File: src/rtl/mdio_read_seq.sv
// mdio_read_seq: sweeps a rectangular (memory index x address) window over the
// MDIO register-file read port. It issues one read pulse per word, captures the
// returned data two cycles later and hands each word to the host through a
// rd_valid/rd_ack hold register before moving to the next word.
//
// Host handshake: rd_valid=1 means rd_data holds an unconsumed word. A word
// transfers on a rising edge where rd_valid=1 and rd_ack=1. rd_data is stable
// while rd_valid=1, and rd_ack is ignored while rd_valid=0. seq_abort wins over
// rd_ack in the same cycle, so an aborted word is dropped and not counted.
module mdio_read_seq (
  input  logic        clk,
  input  logic        rst,
  input  logic        seq_start,
  input  logic        seq_abort,
  input  logic [6:0]  cfg_sel_first,
  input  logic [6:0]  cfg_sel_last,
  input  logic [14:0] cfg_addr_last,
  output logic        mdio_rd_en,
  output logic        rf_mdio_read_en,
  output logic [6:0]  rf_mdio_which_memory_sel,
  output logic [14:0] rf_mdio_memory_addr,
  input  logic [8:0]  rf_mdio_pkt_data,
  output logic [8:0]  rd_data,
  output logic        rd_valid,
  input  logic        rd_ack,
  output logic [21:0] rd_cnt,
  output logic        seq_busy,
  output logic        seq_done,
  output logic        seq_err,
  output logic [2:0]  dbg_state
);

  localparam logic [2:0] ST_IDLE  = 3'd0;
  localparam logic [2:0] ST_ISSUE = 3'd1;
  localparam logic [2:0] ST_WAIT1 = 3'd2;
  localparam logic [2:0] ST_CAPT  = 3'd3;
  localparam logic [2:0] ST_HOLD  = 3'd4;
  localparam logic [2:0] ST_NEXT  = 3'd5;

  // Highest memory index the register file decodes.
  localparam logic [6:0]  SEL_MAX = 7'd95;
  localparam logic [21:0] CNT_MAX = 22'h3F_FFFF;

  logic [2:0]  state;
  logic [6:0]  sel_last_q;
  logic [14:0] addr_last_q;
  logic        cfg_ok;

  // The window bounds are latched at start so host writes mid-sweep cannot
  // move the end point.
  assign cfg_ok    = (cfg_sel_first <= cfg_sel_last) && (cfg_sel_last <= SEL_MAX);
  assign dbg_state = state;

  // Sequencer state and every output register.
  always_ff @(posedge clk or posedge rst) begin
    if (rst) begin
      state                    <= ST_IDLE;
      sel_last_q               <= 7'd0;
      addr_last_q              <= 15'd0;
      mdio_rd_en               <= 1'b0;
      rf_mdio_read_en          <= 1'b0;
      rf_mdio_which_memory_sel <= 7'd0;
      rf_mdio_memory_addr      <= 15'd0;
      rd_data                  <= 9'd0;
      rd_valid                 <= 1'b0;
      rd_cnt                   <= 22'd0;
      seq_busy                 <= 1'b0;
      seq_done                 <= 1'b0;
      seq_err                  <= 1'b0;
    end else begin
      // The read pulse is only ever raised for the single cycle spent in ISSUE.
      rf_mdio_read_en <= 1'b0;
      if ((state != ST_IDLE) && seq_abort) begin
        state      <= ST_IDLE;
        rd_valid   <= 1'b0;
        seq_busy   <= 1'b0;
        mdio_rd_en <= 1'b0;
      end else begin
        case (state)
          ST_IDLE: begin
            if (seq_start && !seq_abort) begin
              if (cfg_ok) begin
                sel_last_q               <= cfg_sel_last;
                addr_last_q              <= cfg_addr_last;
                rf_mdio_which_memory_sel <= cfg_sel_first;
                rf_mdio_memory_addr      <= 15'd0;
                rd_cnt                   <= 22'd0;
                seq_done                 <= 1'b0;
                seq_err                  <= 1'b0;
                seq_busy                 <= 1'b1;
                mdio_rd_en               <= 1'b1;
                rf_mdio_read_en          <= 1'b1;
                state                    <= ST_ISSUE;
              end else begin
                seq_err <= 1'b1;
              end
            end
          end
          ST_ISSUE: state <= ST_WAIT1;
          ST_WAIT1: state <= ST_CAPT;
          ST_CAPT: begin
            rd_data  <= rf_mdio_pkt_data;
            rd_valid <= 1'b1;
            state    <= ST_HOLD;
          end
          ST_HOLD: begin
            if (rd_ack) begin
              rd_valid <= 1'b0;
              if (rd_cnt != CNT_MAX) begin
                rd_cnt <= rd_cnt + 22'd1;
              end
              state <= ST_NEXT;
            end
          end
          ST_NEXT: begin
            if (rf_mdio_memory_addr < addr_last_q) begin
              rf_mdio_memory_addr <= rf_mdio_memory_addr + 15'd1;
              rf_mdio_read_en     <= 1'b1;
              state               <= ST_ISSUE;
            end else if (rf_mdio_which_memory_sel < sel_last_q) begin
              rf_mdio_which_memory_sel <= rf_mdio_which_memory_sel + 7'd1;
              rf_mdio_memory_addr      <= 15'd0;
              rf_mdio_read_en          <= 1'b1;
              state                    <= ST_ISSUE;
            end else begin
              seq_done   <= 1'b1;
              seq_busy   <= 1'b0;
              mdio_rd_en <= 1'b0;
              state      <= ST_IDLE;
            end
          end
          default: state <= ST_IDLE;
        endcase
      end
    end
  end

endmodule

File: config.mk
export PLATFORM = sky130hd
export DESIGN_NAME = mdio_read_seq
export DESIGN_NICKNAME = d
export VERILOG_FILES = /design/src/rtl/mdio_read_seq.sv
export SDC_FILE = /design/constraint.sdc
export NUM_CORES = 1
export LEC_CHECK = 0
export ABC_CLOCK_PERIOD_IN_PS = 2620
export CAP_MARGIN = 20
export CORE_UTILIZATION = 45
export DETAILED_ROUTE_END_ITERATION = 12
export PLACE_DENSITY_LB_ADDON = 0.1
export SYNTH_ARGS = -nofsm -noshare
export SYNTH_HDL_FRONTEND = slang
export SYNTH_SLANG_ARGS = --single-unit
File: constraint.sdc
create_clock -name clk -period 2.62 [get_ports clk]
set_input_delay 0.524 -clock clk [delete_from_list [all_inputs] [get_ports clk]]
set_output_delay 0.524 -clock clk [all_outputs]
set_load 0.02 [all_outputs]
==> flow_metrics.env, run 1 <==
export IMPL_tritoncts="built"
export IMPL_finalHoldViolCount=0
export IMPL_worstPathRequired_ns=2.88
export IMPL_min_period_ns=2.63
export IMPL_grt_pass1_wl_um=20400
export IMPL_r2r_slack_ns=0.12
export IMPL_drt_initial_drc_count=270
export IMPL_vias=4379
export IMPL_timing_rr_end="rf_mdio_memory_addr[11]$_DFFE_PP0P_"
export IMPL_avgSynthCellArea_um2=8.99
export IMPL_cp_max_fo=6
export IMPL_place_ws_ns=-0.502
export IMPL_wirelength_um=12200
export IMPL_worstSkewPairLatency_ns=0.36
export IMPL_cap_viol_max_count=0
export IMPL_yosysTopAreaCell="dfrtp_1"
export IMPL_critPathBufInv=2
export IMPL_relSlewSlack=0.724
export IMPL_placed_area_um2=6140
export IMPL_crit_path_top_delay_cell="clkdlybuf4s50_1"
export IMPL_finalCritPeriodShare=1.00
export IMPL_yosys_cell_count_top_type="dfrtp_1"
export IMPL_via_per_inst=5.47
export IMPL_diodes=0
export IMPL_grt_max_degree=45
export IMPL_worst_ir_drop_vdd_uv=468
export IMPL_ant_nets=0
export IMPL_gp_congestion=0.815
export IMPL_clock_skew_ns=0.00890
export IMPL_dieWidth_um=104
export IMPL_powerDensity_nw_per_um2=777
export IMPL_drt_wirelength_per_cell_um=15.2
export IMPL_ioPinCount=105
export IMPL_crit_chain="clkdlybuf4s50_1 -> ha_1 -> and4_1 -> a21boi_1 -> o21ai_1 -> nor2b_4 -> o21ai_2 -> or2_4 -> buf_4 -> o31ai_1"
export IMPL_drc=0
export IMPL_cts_buffers=9
export IMPL_grt_pass1_vias=4259
export IMPL_whs_ns=0.473
export IMPL_hold_class="primary input to asynchronous set/reset pin"
export IMPL_cp_top_family="simple AND/OR/NAND/NOR gates"
export IMPL_ys_async_sr_fraction=1.00
export IMPL_cp_slowest_stage_delay_ns=0.46
export IMPL_final_area_um2=6510
export IMPL_dr_pass1_iters=5
export IMPL_die_area_um2=10700
export IMPL_yosysTopAreaCellShare=0.448
export IMPL_nNetsFinal=736
export IMPL_setup_viol=4
export IMPL_arrival_ns=2.89
export IMPL_cp_startpoint="cfg_sel_first[5]"
export IMPL_area_growth_pct=40.3
export IMPL_ys_ff_latch=83
export IMPL_cts_htree_levels=3
export IMPL_grt_use_total=0.237
export IMPL_crit_path_start_kind="primary input"
export IMPL_yosysSeqAreaShare=0.448
export IMPL_rr_startpoint="rf_mdio_which_memory_sel[4]$_DFFE_PP0P_"
export IMPL_tns_ns=-0.0152
export IMPL_drv_slew=0
export IMPL_synth_top_flop_cell="dfrtp_1"
export IMPL_syn_inst=516
export IMPL_die_y_um=104
export IMPL_drive_gt1_frac=0.166
export IMPL_rows=36
export IMPL_clkSlewWorstSetupHoldPaths_ns=0.08
export IMPL_fin_total_pwr_mw=5.06
export IMPL_antenna_found_initial=0
export IMPL_nFillCells=766
export IMPL_grt_ovfl_total=0
export IMPL_synth_edf_count=0
export IMPL_path_class="primary input to register"
export IMPL_cts_root_buffer_cell="clkbuf_8"
export IMPL_clock_sinks=83
export IMPL_utilization=0.660
export IMPL_synth_area_um2=4640
export IMPL_violations="negative setup slack"
export IMPL_yosys_top_cells_count="dfrtp_1, o21ai_0, nand2_1"
export IMPL_cts_buffer_depth=2
export IMPL_synth_nets=589
export IMPL_start_util=0.470
export IMPL_tightest_slew_ns=0.412
export IMPL_crit_path_end_kind="register"
export IMPL_status="finished with violations"
export IMPL_setup_slack_ns=-0.00786
export IMPL_reg2regPathDepth=8
export IMPL_final_cells=801
export IMPL_core_um2=9860
export IMPL_placed_cells=779
export IMPL_static_leakage_power_nw=2.82
export IMPL_io_buffers=104
export IMPL_post_synth_main_area_contributors="dfrtp_1, ha_1, o21ai_0"
export IMPL_dp_hpwl_um=8750
export IMPL_ys_types=56
export IMPL_ys_warn_count=0
export IMPL_fmax_mhz=381
-- power by group --
group          switching [mW]  internal, mW
clock                   0.477         0.463
sequential              0.245          1.63
combinational            1.18          1.06
total                    1.91          3.15
-- timing repair --
| item | in CTS | in global routing |
|---|---|---|
| setup buffers | 0 | 4 |
| cloned | 1 | 1 |
| resized for setup | 8 | 24 |
| setup endpoints to repair | 32 | 47 |
| pin swaps | 4 | 9 |
| hold buffers | 0 | 0 |
-- final cells by class --
cell class	count	area [um2]	area share
Sequential cell	83	2080	0.319
Multi-Input combinational cell	375	2450	0.377
Clock inverter	5	52.6	0.00808
Inverter	35	135	0.0208
Timing Repair Buffer	159	1480	0.228
Tap cell	133	166	0.0256
Clock buffer	11	141	0.0217
-- cells in the final DEF (no fill, tap or decap), drive strengths merged, types with 6 or more instances in the layout --
master         netlist  final
mux2                11     11
nor2                34     34
dfrtp               83     83
nand2b               6      6
nand3               24     24
nand4                6      6
ha                  30     30
inv                 35     34
nor3                 9      9
nand2               59     59
and3                 7      7
clkbuf              12     11
o31ai               20     20
clkdlybuf4s50        0    103
o21ai               66     66
a21oi               38     38
a31oi                8      8
buf                 12     55
-- metal layers --
metal / up-vias / track usage / part of all wire
met2: 119 / 0.378 / 0.47
met5: - / 0 / 0
met3: 10 / 0.0529 / 0.049
met1: 2108 / 0.320 / 0.47
met4: 0 / 0.0766 / 0.011
li1: 2142 / - / -
-- how the worst max path moves through the flow --
| stage | end | slack (ns) | depth (start not counted) |
|---|---|---|---|
| floorplan | rf_mdio_memory_addr[6]$_DFFE_PP0P_ | 0.03 | 9 |
| global placement | rd_cnt[18]$_DFFE_PP0P_ | -0.41 | 11 |
| detailed placement | rd_cnt[20]$_DFFE_PP0P_ | -0.50 | 11 |
| CTS | rf_mdio_memory_addr[11]$_DFFE_PP0P_ | 0.02 | 9 |
| global route | rd_cnt[3]$_DFFE_PP0P_ | -0.06 | 11 |
| finish | rd_cnt[4]$_DFFE_PP0P_ | -0.008 | 10 |
-- flip-flops by register name, summed over array words and instances, names as in the netlist --
name	flops
dbg_state	3
seq_err	1
rd_data	9
rf_mdio_memory_addr	15
rd_valid	1
seq_busy	1
seq_done	1
rf_mdio_which_memory_sel	7
rd_cnt	22
sel_last_q	7
rf_mdio_read_en	1
addr_last_q	15
-- worst reg2reg max path, delay by kind of cell, from the launching register on --
family	cells	cell delay, ns
compound gates	5	1.10
simple gates	2	0.63
flops	1	0.41
fa+ha+maj	1	0.30
-- cells by family after synthesis --
kind of cell | after synthesis | share of synthesized area
buffers and inverters | 59 | 0.0529
flip-flops | 83 | 0.448
multiplexers | 12 | 0.0289
AO/OA/AOI/OAI | 156 | 0.200
AND/OR/NAND/NOR | 172 | 0.182
XOR/XNOR | 4 | 0.00755
adder cells (fa/ha/maj) | 30 | 0.0809
Note: power is estimated with default switching activity, not from simulation.
==> inputs of run 2 (changes only) <==
CORE_ASPECT_RATIO = 2   (was unset)
==> flow_metrics.env, run 2 (same netlist as run 1, synthesis figures left out) <==
export IMPL_grt_max_degree=46
export IMPL_crit_path_top_delay_cell="clkdlybuf4s50_1"
export IMPL_biggestRegsByFlops="rd_cnt: 22 flops, addr_last_q: 15 flops, rf_mdio_memory_addr: 15 flops"
export IMPL_cp_slowest_stage_delay_ns=0.51
export IMPL_die_area_um2=10700
export IMPL_placed_cells=796
export IMPL_tns_ns=0
export IMPL_cts_buffer_depth=2
export IMPL_area_growth_pct=45.8
export IMPL_relSlewSlack=0.642
export IMPL_holdBufCountCts=0
export IMPL_arrival_ns=2.75
export IMPL_tightest_slew_ns=0.536
export IMPL_clkSlewWorstSetupHoldPaths_ns=0.06
export IMPL_fmax_mhz=395
export IMPL_gp_congestion=0.835
export IMPL_final_area_um2=6760
export IMPL_finalCritPeriodShare=0.965
export IMPL_rows=52
export IMPL_wirelength_um=13500
export IMPL_cts_buffers=9
export IMPL_cp_max_fo=7
export IMPL_hold_class="register to register"
export IMPL_clock_skew_ns=0.00648
export IMPL_worstSkewPairLatency_ns=0.34
export IMPL_crit_path_start_kind="primary input"
export IMPL_clock_sinks=83
export IMPL_drv_slew=0
export IMPL_dr_pass1_iters=4
export IMPL_drive_gt1_frac=0.181
export IMPL_dieWidth_um=73.8
export IMPL_top_register="rd_cnt"
export IMPL_dp_hpwl_um=10000
export IMPL_utilization=0.670
export IMPL_drc=0
export IMPL_via_per_inst=5.53
export IMPL_finalHoldViolCount=0
export IMPL_whs_ns=0.499
export IMPL_min_period_ns=2.53
export IMPL_final_cells=814
export IMPL_post_cts_buffers=0
export IMPL_static_leakage_power_nw=3.00
export IMPL_grt_pass1_wl_um=21600
export IMPL_ant_nets=0
export IMPL_cts_root_buffer_cell="clkbuf_16"
export IMPL_die_y_um=146
export IMPL_crit_chain="clkdlybuf4s50_1 -> inv_1 -> ha_1 -> nand4_1 -> o22ai_2 -> nor2_4 -> buf_6 -> nor3_4 -> buf_6 -> mux2i_1 -> nand2_1"
export IMPL_tritoncts="built"
export IMPL_placed_area_um2=6250
export IMPL_crit_top_cell="buf_6"
export IMPL_final_common_cell="clkdlybuf4s50_1"
export IMPL_nNetsFinal=747
export IMPL_start_util=0.460
export IMPL_grt_ovfl_total=0
export IMPL_vias=4498
export IMPL_io_buffers=104
export IMPL_diodes=0
export IMPL_setup_viol=0
export IMPL_largest_reg_flops=22
export IMPL_worst_ir_drop_vdd_uv=429
export IMPL_status="completed"
export IMPL_drt_initial_drc_count=198
export IMPL_core_um2=10100
export IMPL_crit_path_end_kind="register"
export IMPL_grt_use_total=0.265
export IMPL_fin_total_pwr_mw=5.68
export IMPL_powerDensity_nw_per_um2=839
export IMPL_layout_common_cells="clkdlybuf4s50_1, dfrtp_1, o21ai_0"
export IMPL_antenna_found_initial=0
export IMPL_place_ws_ns=-0.538
export IMPL_ioPinCount=105
export IMPL_setup_slack_ns=0.0914
export IMPL_grt_pass1_vias=4481
export IMPL_cap_viol_max_count=0
export IMPL_worstPathRequired_ns=2.84
export IMPL_cts_htree_levels=3
export IMPL_drt_wirelength_per_cell_um=16.6
export IMPL_path_class="primary input to register"
-- run 2: changes by cell type in the layout (fill, tap and decap cells not counted), sizes merged --
cell           before  now
buf                55   66
bufinv              1    2
clkdlybuf4s50     103   93
dlymetal6s2s        0    8
dlygate4sd2         1    3
clkinv              3    1
clkbuf             11   12
-- run 2: path summary, 6_finish.rpt --
kind / start / to / slack [ns] / depth (start not counted)
max: cfg_sel_first[0] / rf_mdio_which_memory_sel[0]$_DFFE_PP0P_ / 0.09 / 11
min: rd_cnt[18]$_DFFE_PP0P_ / rd_cnt[18]$_DFFE_PP0P_ / 0.50 / 1
max reg2reg: sel_last_q[4]$_DFFE_PP0P_ / rf_mdio_memory_addr[7]$_DFFE_PP0P_ / 0.09 / 9
min reg2reg: rd_cnt[18]$_DFFE_PP0P_ / rd_cnt[18]$_DFFE_PP0P_ / 0.50 / 1
max in group asynchronous: rst / addr_last_q[0]$_DFFE_PP0P_ / 1.33 / 4
min in group asynchronous: rst / rd_cnt[3]$_DFFE_PP0P_ / 0.58 / 2
-- run 2: area by class of cell --
| cell class | count | area (um2) |
|---|---|---|
| Timing Repair Buffer | 170 | 1590 |
| Clock inverter | 4 | 72.6 |
| Tap cell | 135 | 169 |
| Multi-Input combinational cell | 375 | 2460 |
| Inverter | 35 | 135 |
| Fill cell | 852 | 3320 |
| Sequential cell | 83 | 2080 |
| Clock buffer | 12 | 256 |
-- run 2: timing repair --
action,in CTS,in global routing
cloned,2,0
pin swaps,10,12
endpoints found under the setup margin,31,45
resized for setup,14,28
-- run 2: power by group --
| group | switching (mW) | internal, mW | leakage [nW] |
|---|---|---|---|
| combinational | 1.30 | 1.15 | 1.77 |
| clock | 0.501 | 0.885 | 0.159 |
| sequential | 0.200 | 1.63 | 1.08 |
-- run 2: metal layers --
metal	vias to the layer above	routed length [um]	global-route usage
met5	-	0	0
met4	0	623	0.154
met3	40	370	0.0443
met2	117	7770	0.488
met1	2181	4750	0.265
li1	2160	-	-
-- run 2: worst max-delay path: cells and delay by family --
kind / cells / cell delay (ns)
compound gates: 1 / 0.23
mux: 1 / 0.18
fa+ha+maj: 1 / 0.27
simple gates: 4 / 0.62
buf+inv: 4 / 0.90
